**src/rtl/cyber_melody_pkg.sv**
```systemverilog
// Shared definitions for the melody sequencer: score entry layout, rest code and FSM states.
package cyber_melody_pkg;

    localparam logic [3:0] NOTE_REST = 4'd15;

    localparam int NOTE_MSB = 15;
    localparam int NOTE_LSB = 12;
    localparam int OCT_MSB  = 11;
    localparam int OCT_LSB  = 8;
    localparam int DUR_MSB  = 7;
    localparam int DUR_LSB  = 0;

    typedef enum logic [2:0] {
        IDLE,
        FETCH,
        LOAD,
        PLAY,
        DONE
    } seq_state_e;

    function automatic logic [3:0] entry_note(input logic [15:0] entry);
        return entry[NOTE_MSB:NOTE_LSB];
    endfunction

    function automatic logic [3:0] entry_octave(input logic [15:0] entry);
        return entry[OCT_MSB:OCT_LSB];
    endfunction

    function automatic logic [7:0] entry_duration(input logic [15:0] entry);
        return entry[DUR_MSB:DUR_LSB];
    endfunction

endpackage

```
**src/rtl/tempo_tick.sv**
```systemverilog
// Tempo divider: one-cycle tick every TICK_DIV enabled clocks; clr restarts the count.
module tempo_tick #(
    parameter int TICK_DIV = 250000
) (
    input  logic clk,
    input  logic rst_n,
    input  logic clr,
    input  logic en,
    output logic tick
);

    localparam int CNT_W = $clog2(TICK_DIV);
    localparam logic [CNT_W-1:0] LAST = CNT_W'(TICK_DIV - 1);

    logic [CNT_W-1:0] cnt_q;
    logic [CNT_W-1:0] cnt_d;

    assign tick = en && !clr && (cnt_q == LAST);

    always_comb begin
        cnt_d = cnt_q;
        if (clr) begin
            cnt_d = '0;
        end else if (en) begin
            cnt_d = tick ? '0 : cnt_q + CNT_W'(1);
        end
    end

    always_ff @(posedge clk or negedge rst_n) begin
        if (!rst_n) begin
            cnt_q <= '0;
        end else begin
            cnt_q <= cnt_d;
        end
    end

endmodule

```
**src/rtl/melody_sequencer.sv**
```systemverilog
// Plays a score from a synchronous ROM, one entry per note, durations counted in tempo ticks.
// Define SEQ_LOOP_EN to restart the score at address 0 on the end marker instead of stopping.
module melody_sequencer
    import cyber_melody_pkg::*;
#(
    parameter int ADDR_W   = 8,
    parameter int TICK_DIV = 250000
) (
    input  logic              clk,
    input  logic              rst_n,
    input  logic              start,
    input  logic              stop,
    output logic [ADDR_W-1:0] rom_addr,
    input  logic [15:0]       rom_data,
    output logic [3:0]        note,
    output logic [3:0]        octave,
    output logic              mute,
    output logic              playing,
    output logic              done
);

    seq_state_e        state_q, state_d;
    logic [ADDR_W-1:0] addr_q, addr_d;
    logic [3:0]        note_q, note_d;
    logic [3:0]        octave_q, octave_d;
    logic              mute_q, mute_d;
    logic [7:0]        dur_q, dur_d;

    logic tick_clr;
    logic tick_en;
    logic tick;

    assign tick_en = (state_q == FETCH) || (state_q == LOAD) || (state_q == PLAY);

    tempo_tick #(
        .TICK_DIV(TICK_DIV)
    ) u_tempo_tick (
        .clk  (clk),
        .rst_n(rst_n),
        .clr  (tick_clr),
        .en   (tick_en),
        .tick (tick)
    );

    // Pitch registers only change in LOAD, so the previous note keeps sounding across FETCH/LOAD.
    always_comb begin
        state_d  = state_q;
        addr_d   = addr_q;
        note_d   = note_q;
        octave_d = octave_q;
        mute_d   = mute_q;
        dur_d    = dur_q;
        tick_clr = 1'b0;

        if (stop) begin
            state_d = IDLE;
            mute_d  = 1'b1;
        end else begin
            case (state_q)
                IDLE, DONE: begin
                    if (start) begin
                        addr_d   = '0;
                        tick_clr = 1'b1;
                        state_d  = FETCH;
                    end
                end
                FETCH: state_d = LOAD;
                LOAD: begin
                    if (entry_duration(rom_data) != 8'd0) begin
                        note_d   = entry_note(rom_data);
                        octave_d = entry_octave(rom_data);
                        mute_d   = (entry_note(rom_data) == NOTE_REST);
                        dur_d    = entry_duration(rom_data);
                        state_d  = PLAY;
                    end else begin
`ifdef SEQ_LOOP_EN
                        addr_d  = '0;
                        state_d = FETCH;
`else
                        mute_d  = 1'b1;
                        state_d = DONE;
`endif
                    end
                end
                PLAY: begin
                    if (tick) begin
                        dur_d = dur_q - 8'd1;
                        if (dur_q == 8'd1) begin
                            addr_d  = addr_q + ADDR_W'(1);
                            state_d = FETCH;
                        end
                    end
                end
                default: state_d = IDLE;
            endcase
        end
    end

    always_ff @(posedge clk or negedge rst_n) begin
        if (!rst_n) begin
            state_q  <= IDLE;
            addr_q   <= '0;
            note_q   <= 4'd0;
            octave_q <= 4'd0;
            mute_q   <= 1'b1;
            dur_q    <= 8'd0;
        end else begin
            state_q  <= state_d;
            addr_q   <= addr_d;
            note_q   <= note_d;
            octave_q <= octave_d;
            mute_q   <= mute_d;
            dur_q    <= dur_d;
        end
    end

    assign rom_addr = addr_q;
    assign note     = note_q;
    assign octave   = octave_q;
    assign mute     = mute_q;
    assign playing  = tick_en;
    assign done     = (state_q == DONE);

endmodule

```
**config.mk**
```make
export PLATFORM = sky130hd
export DESIGN_NAME = melody_sequencer
export DESIGN_NICKNAME = d
export VERILOG_FILES = /design/src/rtl/cyber_melody_pkg.sv /design/src/rtl/tempo_tick.sv /design/src/rtl/melody_sequencer.sv
export SDC_FILE = /design/constraint.sdc
export NUM_CORES = 1
export LEC_CHECK = 0
export CAP_MARGIN = 20
export CORE_ASPECT_RATIO = 0.5
export CORE_MARGIN = 5
export CORE_UTILIZATION = 54
export CTS_CLUSTER_DIAMETER = 40
export CTS_CLUSTER_SIZE = 28
export DETAILED_ROUTE_END_ITERATION = 10
export DONT_BUFFER_PORTS = 1
export PLACE_DENSITY = 0.69
export SLEW_MARGIN = 20
export SYNTH_ARGS = -nofsm -noshare
export SYNTH_HDL_FRONTEND = slang
export SYNTH_SLANG_ARGS = --single-unit
```
**constraint.sdc**
```tcl
create_clock -name clk -period 2.5 [get_ports clk]
set_input_delay 0.5 -clock clk [delete_from_list [all_inputs] [get_ports clk]]
set_output_delay 0.5 -clock clk [all_outputs]
set_load 0.02 [all_outputs]
```
==> results.yml <==
route:
  ant_nets: 0
  dr.pass1.iters: 4
  drt_iter0_markers: 77
  wl_mm: 5.26
  wl_met3_um: 290
  dr_total_vias: 1974
  wl_per_cell_um: 15.8
  viasPerCell: 5.93
  drt-met1-wl_mm: 2.50
  dr_wl_met2_mm: 2.43
  dr.max_layer_used: "met4"
  drc_errors: 0
synth:
  ys_seq_elements: 46
  synthMuxAreaShare: 0.0352
  avgSynthCellArea_um2: 9.78
  postSynthCellCount: 262
  synthDistinctLibCells: 61
  synth_top_cells_by_area: "dfrtp_1, nor2_1, mux2_2, xnor2_1, a21oi_1"
  synth_top_area_frac: 0.439
  synth_top_area_cell: "dfrtp_1"
  syn_nets: 286
  synth_top_flop_cell: "dfrtp_1"
  synth-compound-area-share: 0.165
  synthAdderAreaFrac: 0.0195
  ys_seq_area_frac: 0.450
  synthSimpleGateAreaFrac: 0.256
  synth-edff-count: 0
  yosys_warnings: 0
  synth_top_family_by_area: "simple AND/OR/NAND/NOR gates"
  synthesis.area_um2: 2560
  synthArstFlopShare: 1.00
  synth_xor_area_frac: 0.0479
placed_design:
  dpl.hpwl_mm: 3.83
  gp_congestion: 0.831
  numPortBuffers: 0
setup_path:
  crit_fanout: 14
  crit_path_end: "u_tempo_tick.cnt_q[14]"
  r2r_start: "u_tempo_tick.cnt_q[6]"
  r2r-end: "u_tempo_tick.cnt_q[14]"
  crit_start: "u_tempo_tick.cnt_q[6]"
  cp_slowest_cell: "or4b_1"
  crit_required_ns: 2.65
  crit_chain: "or4b_1 > nor2b_2 > nand2_2 > o21ai_2 > nor2_1"
  max_stage_delay_ns: 0.60
  worstSetupEndpointType: "flop"
  cp_top_family: "simple AND/OR/NAND/NOR gates"
  critPathLaunchType: "flop"
  reg2reg_slack_ns: 0.45
  cp_num_buf_inv: 0
  cp.depth: 5
  critical_path_class: "flop to flop"
  critPathArrivalTime_ns: 2.21
  reg2reg_depth: 5
finish:
  layout_commonest_cell: "dfrtp_1"
  drive_above_1_share: 0.142
  nNetsFinal: 290
  final_cell_mix: "dfrtp_1, nor2_1, nand2_1, a21oi_1, xnor2_1"
  area_growth_pct: 7.57
  antenna_cells: 0
  final_util: 0.614
  nFillCells: 394
power:
  power_density_nw_per_um2: 730
  leakagePower_nw: 1.12
  peakVddDrop_mv: 0.361
floorplan:
  die_area_um2: 6310
  num_rows: 17
  core_um2: 4490
  floorplan.initialDensity: 0.571
  die_y_um: 58.7
  die_x_um: 107
  ios: 39
timing:
  maxSlewViolCount: 0
  setup_tns_ns: 0
  timing.slew.headroom: 0.616
  finClkSkew_ns: 0.0108
  worst_pin_slew_ns: 0.575
  max_freq_ghz: 0.487
  finalSetupViolations: 0
  fin_crit_ns: 2.05
  finalHoldViolCount: 0
  finalCritPeriodShare: 0.822
  grt_setup_unrepaired: "false"
cts:
  root_buffer: "clkbuf_8"
  cts_resized: 0
  cts_inserted_buffers: 5
  htreeDepth: 2
  clockBufferDepth: 2
  clock_latency_ns: 0.29
  cts_tree: "done"
  cts.clk_slew.worst_paths_ns: 0.09
  cts_sinks: 46
global_routing:
  grt_pass1_wl_mm: 8.93
  grt_usage: 0.177
  gr-total-overflow: 0
  grt_max_degree: 46
  antenna_found_initial: 0
  first_global_vias: 1848
job:
  maxCapViolations: 0
worst_hold_path:
  hold_class: "input port to asynchronous set/reset pin"
status:
  outcome: "finished clean"
## through the flow
stage,instances,hold slack (ns),instance area [µm²],power (mW),setup slack (ns)
4_1_cts,333,0.0331,2760,2.03,0.433
5_1_grt,333,0.0195,2760,2.15,0.277
3_3_place_gp,324,0.206,2620,1.46,0.519
6_report,333,0.0298,2760,2.01,0.445
3_5_place_dp,324,0.206,2620,1.48,0.444
2_1_floorplan,262,0.204,2560,1.39,0.680
## timing repair
item                                   in CTS  in global routing
endpoints found under the hold margin      45                  0
hold buffers                                1                  0
buffers inserted                            0                  0
## final cells by class
cell class | instances | area [µm²] | area share
Multi-Input combinational cell | 204 | 1340 | 0.487
Sequential cell | 46 | 1150 | 0.418
Tap cell | 66 | 82.6 | 0.0300
Clock buffer | 7 | 76.3 | 0.0277
Timing Repair Buffer | 5 | 57.6 | 0.0209
Clock inverter | 1 | 30.0 | 0.0109
Inverter | 4 | 15.0 | 0.00545
## cells by family (layout without fill, tap and decap cells)
group,count (synthesis),after routing
AOI/OAI and AO/OA,58,58
xor gates and xnor gates,14,14
adders and majority gates,4,4
buffers and inverters,12,17
DFF,46,46
muxes,8,8
and+or+nand+nor,120,120
## worst min path at each step
stage / from / to / slack (ns) / cells after the start
global placement: rst_n / rom_addr[7] / 0.21 / 0
floorplan: rst_n / dur_q[0] / 0.20 / 0
finish: rst_n / dur_q[0] / 0.03 / 1
detailed placement: rst_n / dur_q[0] / 0.21 / 0
CTS: rst_n / mute / 0.03 / 0
global route: rst_n / mute / 0.02 / 0
## registers in the layout (all words and copies together) (netlist names)
register	flops
state_q	3
rom_addr	8
mute	1
note	4
octave	4
u_tempo_tick.cnt_q	18
dur_q	8
## Yosys cell counts (2+ instances only)
cell type	number
a21oi_1	16
a31oi_1	7
a32o_1	2
and2_1	3
and3_1	5
and4_1	2
buf_2	3
buf_6	2
clkbuf_1	2
dfrtp_1	45
ha_1	4
inv_1	3
mux2_2	8
nand2_1	21
nand2_2	2
nand2b_1	4
nand3_1	8
nand4_1	7
nor2_1	39
nor2b_1	2
nor3_1	5
nor3_2	2
nor3b_1	2
nor4_1	4
o211ai_1	2
o21a_1	2
o21ai_0	7
o21ai_1	5
o22a_1	3
or3_1	2
xnor2_1	10
xor2_1	4
## layer usage
metal,vias to the layer above,track usage
li1,958,-
met1,979,0.249
met2,33,0.283
met3,4,0.0438
met4,0,0.0324
met5,-,0
## report_power, final
group	internal, mW	leakage (nW)	switching [mW]
logic	0.167	0.474	0.194
registers	0.894	0.598	0.223
clock network	0.299	0.0524	0.234
Power figures use the tool's default switching activity.
